--- src/rtl/vga_pkg.sv ---
// Shared VGA timing definitions.
//
// Provides the per-axis timing struct, the 640x480@60 segment defaults and the
// small helper functions used to derive totals and to check configurations at
// elaboration time.
package vga_pkg;

  // Segment lengths for one axis, in pixels (horizontal) or lines (vertical).
  typedef struct packed {
    int unsigned active;
    int unsigned front;
    int unsigned sync;
    int unsigned back;
  } vga_axis_timing_t;

  // 640x480@60 defaults.
  localparam vga_axis_timing_t VgaH640 = '{active: 640, front: 16, sync: 96, back: 48};
  localparam vga_axis_timing_t VgaV480 = '{active: 480, front: 10, sync: 2,  back: 33};

  // Both syncs are active-low in the 640x480@60 mode.
  localparam logic VgaSyncPolDefault = 1'b0;

  // Full period of one axis.
  function automatic int unsigned axis_total(vga_axis_timing_t t);
    return t.active + t.front + t.sync + t.back;
  endfunction

  // Every segment must be at least one unit long.
  function automatic bit axis_valid(vga_axis_timing_t t);
    return (t.active >= 1) && (t.front >= 1) && (t.sync >= 1) && (t.back >= 1);
  endfunction

  // True when value is representable in an unsigned field of the given width.
  function automatic bit fits_bits(int unsigned value, int unsigned bits);
    if (bits >= 32) begin
      return 1'b1;
    end
    return (value >> bits) == 0;
  endfunction

endpackage

--- src/rtl/vga_axis_counter.sv ---
// Wrapping position counter for one VGA axis.
//
// Counts 0..TOTAL-1, stepping once per clock where advance_in is high and
// wrapping to 0 after TOTAL-1. wrap_out flags the edge on which the wrap will
// happen, so it can step the next axis in the same cycle.
//
// Ports:
//   clock_in    rising-edge clock
//   reset_n_in  asynchronous active-low reset, clears the count
//   advance_in  step request for this clock
//   count_out   current count (registered)
//   wrap_out    high when this edge takes the count from TOTAL-1 back to 0
module vga_axis_counter
  import vga_pkg::*;
#(
  parameter int unsigned WIDTH_BITS = 10,
  parameter int unsigned TOTAL      = 800
) (
  input  logic                  clock_in,
  input  logic                  reset_n_in,
  input  logic                  advance_in,
  output logic [WIDTH_BITS-1:0] count_out,
  output logic                  wrap_out
);

  if ((TOTAL < 1) || !fits_bits(TOTAL - 1, WIDTH_BITS)) begin : gen_bad_total
    $error("vga_axis_counter: TOTAL-1 does not fit in WIDTH_BITS");
  end

  localparam logic [WIDTH_BITS-1:0] LastCount = WIDTH_BITS'(TOTAL - 1);

  logic [WIDTH_BITS-1:0] count_q, count_d;

  assign wrap_out = advance_in && (count_q == LastCount);

  always_comb begin
    count_d = count_q;
    if (wrap_out) begin
      count_d = '0;
    end else if (advance_in) begin
      count_d = count_q + 1'b1;
    end
  end

  always_ff @(posedge clock_in or negedge reset_n_in) begin
    if (!reset_n_in) begin
      count_q <= '0;
    end else begin
      count_q <= count_d;
    end
  end

  assign count_out = count_q;

endmodule

--- src/rtl/vga_timing_gen.sv ---
// VGA raster timing generator.
//
// Walks a (h,v) position across the full raster, one pixel per clock where
// pixel_enable_in is high, and produces sync, blanking and start-of-line /
// start-of-frame strobes for that position.
//
// Every output is a flop. The decoded outputs are registered from the position
// the counters are about to take, so they always line up with pixel_x_out /
// pixel_y_out in the same cycle.
//
// Ports:
//   clock_in         rising-edge clock
//   reset_n_in       asynchronous active-low reset
//   pixel_enable_in  advance one pixel on this edge
//   h_sync_out       horizontal sync, asserted level H_SYNC_POL
//   v_sync_out       vertical sync, asserted level V_SYNC_POL
//   display_on_out   position lies in the active area
//   pixel_x_out      horizontal count
//   pixel_y_out      vertical count
//   line_start_out   one-clock strobe on entry to h=0
//   frame_start_out  one-clock strobe on entry to (0,0)
module vga_timing_gen
  import vga_pkg::*;
#(
  parameter int unsigned WIDTH_BITS  = 10,
  parameter int unsigned HEIGHT_BITS = 10,
  parameter int unsigned H_ACTIVE    = VgaH640.active,
  parameter int unsigned H_FRONT     = VgaH640.front,
  parameter int unsigned H_SYNC      = VgaH640.sync,
  parameter int unsigned H_BACK      = VgaH640.back,
  parameter int unsigned V_ACTIVE    = VgaV480.active,
  parameter int unsigned V_FRONT     = VgaV480.front,
  parameter int unsigned V_SYNC      = VgaV480.sync,
  parameter int unsigned V_BACK      = VgaV480.back,
  parameter logic        H_SYNC_POL  = VgaSyncPolDefault,
  parameter logic        V_SYNC_POL  = VgaSyncPolDefault
) (
  input  logic                   clock_in,
  input  logic                   reset_n_in,
  input  logic                   pixel_enable_in,
  output logic                   h_sync_out,
  output logic                   v_sync_out,
  output logic                   display_on_out,
  output logic [WIDTH_BITS-1:0]  pixel_x_out,
  output logic [HEIGHT_BITS-1:0] pixel_y_out,
  output logic                   line_start_out,
  output logic                   frame_start_out
);

  localparam vga_axis_timing_t HTiming = '{
    active: H_ACTIVE, front: H_FRONT, sync: H_SYNC, back: H_BACK
  };
  localparam vga_axis_timing_t VTiming = '{
    active: V_ACTIVE, front: V_FRONT, sync: V_SYNC, back: V_BACK
  };

  localparam int unsigned H_TOTAL = axis_total(HTiming);
  localparam int unsigned V_TOTAL = axis_total(VTiming);

  if (!axis_valid(HTiming) || !axis_valid(VTiming)) begin : gen_bad_segment
    $error("vga_timing_gen: every timing segment must be at least 1 long");
  end

  if (!fits_bits(H_TOTAL - 1, WIDTH_BITS)) begin : gen_bad_width
    $error("vga_timing_gen: H_TOTAL-1 does not fit in WIDTH_BITS");
  end

  if (!fits_bits(V_TOTAL - 1, HEIGHT_BITS)) begin : gen_bad_height
    $error("vga_timing_gen: V_TOTAL-1 does not fit in HEIGHT_BITS");
  end

  // Segment boundaries as counter-width constants. Each one is at most
  // TOTAL-1 because the back porch is non-empty, so none of them truncate.
  localparam logic [WIDTH_BITS-1:0]  HActiveEnd = WIDTH_BITS'(H_ACTIVE);
  localparam logic [WIDTH_BITS-1:0]  HSyncStart = WIDTH_BITS'(H_ACTIVE + H_FRONT);
  localparam logic [WIDTH_BITS-1:0]  HSyncEnd   = WIDTH_BITS'(H_ACTIVE + H_FRONT + H_SYNC);
  localparam logic [HEIGHT_BITS-1:0] VActiveEnd = HEIGHT_BITS'(V_ACTIVE);
  localparam logic [HEIGHT_BITS-1:0] VSyncStart = HEIGHT_BITS'(V_ACTIVE + V_FRONT);
  localparam logic [HEIGHT_BITS-1:0] VSyncEnd   = HEIGHT_BITS'(V_ACTIVE + V_FRONT + V_SYNC);

  // ---------------------------------------------------------------------------
  // Position counters: h steps on pixel enable, v steps on each h wrap.
  // ---------------------------------------------------------------------------
  logic [WIDTH_BITS-1:0]  h_count;
  logic [HEIGHT_BITS-1:0] v_count;
  logic                   h_wrap;
  logic                   v_wrap;

  vga_axis_counter #(
    .WIDTH_BITS (WIDTH_BITS),
    .TOTAL      (H_TOTAL)
  ) u_h_counter (
    .clock_in   (clock_in),
    .reset_n_in (reset_n_in),
    .advance_in (pixel_enable_in),
    .count_out  (h_count),
    .wrap_out   (h_wrap)
  );

  vga_axis_counter #(
    .WIDTH_BITS (HEIGHT_BITS),
    .TOTAL      (V_TOTAL)
  ) u_v_counter (
    .clock_in   (clock_in),
    .reset_n_in (reset_n_in),
    .advance_in (h_wrap),
    .count_out  (v_count),
    .wrap_out   (v_wrap)
  );

  // ---------------------------------------------------------------------------
  // Decode the position the counters will hold after this edge, so the
  // registered flags below change together with the counts.
  // ---------------------------------------------------------------------------
  logic [WIDTH_BITS-1:0]  h_next;
  logic [HEIGHT_BITS-1:0] v_next;
  logic                   display_d;
  logic                   h_sync_d;
  logic                   v_sync_d;

  always_comb begin
    h_next = h_count;
    if (h_wrap) begin
      h_next = '0;
    end else if (pixel_enable_in) begin
      h_next = h_count + 1'b1;
    end

    v_next = v_count;
    if (v_wrap) begin
      v_next = '0;
    end else if (h_wrap) begin
      v_next = v_count + 1'b1;
    end

    display_d = (h_next < HActiveEnd) && (v_next < VActiveEnd);
    h_sync_d  = ((h_next >= HSyncStart) && (h_next < HSyncEnd)) ? H_SYNC_POL : ~H_SYNC_POL;
    v_sync_d  = ((v_next >= VSyncStart) && (v_next < VSyncEnd)) ? V_SYNC_POL : ~V_SYNC_POL;
  end

  // ---------------------------------------------------------------------------
  // Output registers.
  // ---------------------------------------------------------------------------
  logic display_q;
  logic h_sync_q;
  logic v_sync_q;
  logic line_start_q;
  logic frame_start_q;

  always_ff @(posedge clock_in or negedge reset_n_in) begin
    if (!reset_n_in) begin
      display_q     <= 1'b0;
      h_sync_q      <= ~H_SYNC_POL;
      v_sync_q      <= ~V_SYNC_POL;
      line_start_q  <= 1'b0;
      frame_start_q <= 1'b0;
    end else begin
      display_q     <= display_d;
      h_sync_q      <= h_sync_d;
      v_sync_q      <= v_sync_d;
      // A wrap only happens on an enabled edge, so a held position never
      // re-fires the strobes. v only wraps on an h wrap, so the frame strobe
      // always coincides with a line strobe.
      line_start_q  <= h_wrap;
      frame_start_q <= v_wrap;
    end
  end

  assign h_sync_out      = h_sync_q;
  assign v_sync_out      = v_sync_q;
  assign display_on_out  = display_q;
  assign pixel_x_out     = h_count;
  assign pixel_y_out     = v_count;
  assign line_start_out  = line_start_q;
  assign frame_start_out = frame_start_q;

endmodule

--- config.mk ---
export PLATFORM = sky130hd
export DESIGN_NAME = vga_timing_gen
export DESIGN_NICKNAME = d
export VERILOG_FILES = /design/src/rtl/vga_pkg.sv /design/src/rtl/vga_axis_counter.sv /design/src/rtl/vga_timing_gen.sv
export SDC_FILE = /design/constraint.sdc
export NUM_CORES = 1
export LEC_CHECK = 0
export CAP_MARGIN = 15
export CORE_MARGIN = 1.5
export CORE_UTILIZATION = 40
export DETAILED_ROUTE_END_ITERATION = 8
export SYNTH_ARGS = -nofsm -noshare
export SYNTH_HDL_FRONTEND = slang
export SYNTH_HIERARCHICAL = 1
export SYNTH_SLANG_ARGS = --single-unit
--- constraint.sdc ---
create_clock -name clock_in -period 3.6 [get_ports clock_in]
set_input_delay 0.72 -clock clock_in [delete_from_list [all_inputs] [get_ports clock_in]]
set_output_delay 0.72 -clock clock_in [all_outputs]
set_load 0.02 [all_outputs]
==> reports/metrics.cfg <==
[final_layout]
final_layout_size_suffix_gt1_share_pct = 10.89
areaGrowthSynthToFinish_pct = 27.90
final_cell_mix = clkdlybuf4s50_1, dfrtp_1, nand2_1
antennaDiodeCount = 0
layout_commonest_cell = clkdlybuf4s50_1
fill_cells = 370
nets = 211
utilization_pct = 53.49

[floorplan]
die_h_um = 65.11
start_util_pct = 41.82
dieArea_mm2 = 0.004239
die_w_um = 65.11
core_mm2 = 0.003689
pin_count = 28
rows = 22

[clocking]
h-tree-depth = 1
cts-root-buf = clkbuf_8
path_clk_slew_ns = 0.09
cts_hold_buf = 0
clk_latency_ns = 0.27
cts_tree = yes
cts_buffer_depth = 2
numClockSinks = 25
cts_resized = 0
post_cts_buffers = 0
cts_buffers = 3

[placement]
gp_congestion = 0.7982
port_buffers = 27
dp_hpwl_mm = 2.651
dp_slack_ns = 0.6197

[logic_synthesis]
synth_top_area_share_pct = 37.31
synth_top_area_cell = dfrtp_1
yosys.cell_types.count = 43
yosysWarnings = 6
syn_nets = 174
synth_edf_count = 0
ys_async_sr_fraction_pct = 100.0
syn_inst = 166
synth_top_flop_cell = dfrtp_1
synthesis.area_mm2 = 0.001543
synthTopCellsByArea = dfrtp_1, xnor2_1, nand4_1
synth_seq_area_share_pct = 40.71
ys_ff_latch = 25
synth_area_per_cell_um2 = 9.294

[global_route]
grt_pass1_wl_mm = 6.396
grt.overflow.total = 0
grt_pass1_vias = 1377
grt_max_degree = 26
antenna_found_initial = 0
track_usage_pct = 19.18

[setup_path]
crit_required_ns = 3.79
crit_top_cell = nand4_1
slowest_stage = clkdlybuf4s50_1
crit_path_cell_trace = clkdlybuf4s50_1 > nand4_1 > nor4_2 > buf_4 > and4_1 > nand2_1 > xor2_1 > a311oi_1 > nand4_1
cp_max_fo = 12
worstPathArrival_ns = 2.84
worstSetupPathType = in2reg
start_kind = primary input
end_kind = register
max_stage_delay_ns = 0.48

[drt]
drt_iter0_drc = 109
drtAntennaViolNets = 0
routed_via_density = 5.632
routed_wire_length_per_instance_um = 14.94
drc = 0
routed_wl_mm = 3.736
drt_first_pass_iters = 4
vias = 1408

[run_status]
outcome = finished, final reports clean

[sta]
post-route-period-util_pct = 73.80
whs_ns = 0.6050
max_slew_margin_pct = 58.84
slew_violations = 0
finClkSkew_ns = 0.004497
setup_ws_ns = 0.9431
setup_violations = 0
fmax_mhz = 376.4
worstMarginPinSlew_ns = 0.6118
hold_violations = 0
min_period_ns = 2.657
fin_tns_setup_ns = 0
rsz0062_at_grt = false

[hold_path]
hp-class = reg2reg

[power]
powerDensity_mw_per_mm2 = 459.9
p_int_w = 0.0005451
peakVddDrop_mv = 0.2811
p_sw_w = 0.0003624
switching_share_pct = 39.93
p_leak_nw = 0.7676
p_comb_share_pct = 34.6
clockPowerShare_pct = 19.9
power_frac_seq_pct = 45.5

[job]
max_cap_violations = 0

## registers in the layout (all words and copies together) (netlist names)
register               cells
u_v_counter/count_out     10
display_on_out             1
u_h_counter/count_out     10
v_sync_out                 1
h_sync_out                 1
frame_start_out            1
line_start_out             1
## synthesized netlist by cell type, types with 2 or more instances
| library cell | instances |
|---|---|
| inv_1 | 9 |
| o22ai_1 | 2 |
| dfstp_2 | 2 |
| nand4_1 | 11 |
| nand2b_1 | 2 |
| nor4_1 | 3 |
| nor3b_1 | 2 |
| xnor2_1 | 10 |
| nand4b_1 | 2 |
| nor2_1 | 9 |
| or3_1 | 2 |
| a311oi_1 | 2 |
| and4_1 | 3 |
| nand3_1 | 6 |
| nor3_1 | 9 |
| ha_1 | 5 |
| o21ai_0 | 9 |
| xor2_1 | 7 |
| a211o_1 | 2 |
| dfrtp_1 | 23 |
| nand2_1 | 17 |
| mux2i_1 | 2 |
| a211oi_1 | 2 |
| a21oi_1 | 6 |
## through the flow
| stage | area (um2) | cells | power, W |
|---|---|---|---|
| global placement | 1923 | 246 | 0.0007178 |
| detailed placement | 1923 | 246 | 0.0007324 |
| floorplan | 1543 | 166 | 0.0005927 |
| finish | 1973 | 250 | 0.0009075 |
| global route | 1973 | 250 | 0.0009604 |
| CTS | 1973 | 250 | 0.0009199 |
## cells by family (layout without fill, tap and decap cells)
family | count (synthesis) | in the layout | synth area share [%]
and+or+nand+nor | 77 | 77 | 29.04
AOI/OAI and AO/OA | 29 | 29 | 12.49
DFF | 25 | 25 | 40.71
xor gates and xnor gates | 17 | 17 | 9.651
buffers and inverters | 11 | 47 | 2.757
adders and majority gates | 5 | 5 | 4.055
muxes | 2 | 2 | 1.298
## critical path: cells and delay by family
kind / cells / cell delay, ns
XOR/XNOR: 1 / 0.14
buffers and inverters: 2 / 0.71
AND/OR/NAND/NOR: 5 / 0.98
AO/OA/AOI/OAI: 1 / 0.29
## worst paths after layout
path / start / to / slack, ns / depth (start not counted)
worst max-delay path: pixel_enable_in / v_sync_out / 0.94 / 9
worst min-delay path: u_v_counter/count_out[7] / u_v_counter/count_out[7] / 0.60 / 1
worst max register to register: u_h_counter/count_out[6] / v_sync_out / 1.14 / 9
worst min register to register: u_v_counter/count_out[7] / u_v_counter/count_out[7] / 0.60 / 1
max in group asynchronous: reset_n_in / v_sync_out / 2.50 / 2
min in group asynchronous: reset_n_in / u_h_counter/count_out[8] / 0.81 / 2
## layer usage
layer / wire (um) / GRT usage, % / vias up
met5: 0 / 0 / -
met4: 7 / 3.906 / 0
met3: 161 / 3.596 / 3
met2: 1761 / 32.73 / 36
met1: 1806 / 25.61 / 683
li1: - / - / 686
## final cells by class
class	count	area, um2	share of cell area (%)
clock buffers	3	41.29	2.093
clock inverters	1	8.758	0.4439
inverters	9	33.78	1.712
multi-input cells	130	878.3	44.51
flip-flops and latches	25	628.1	31.83
well taps	48	60.06	3.044
repair buffers	34	322.8	16.36
## power groups by stage
stage | sequential (W) | clock (W) | combinational [W]
finish | 0.000413 | 0.000180 | 0.000314
global route | 0.000425 | 0.000195 | 0.000341
CTS | 0.000413 | 0.000191 | 0.000315
detailed placement | 0.000418 | 0 | 0.000314
global placement | 0.000412 | 0 | 0.000305
floorplan | 0.000440 | 0 | 0.000152
(Power assumes the default switching activity.)
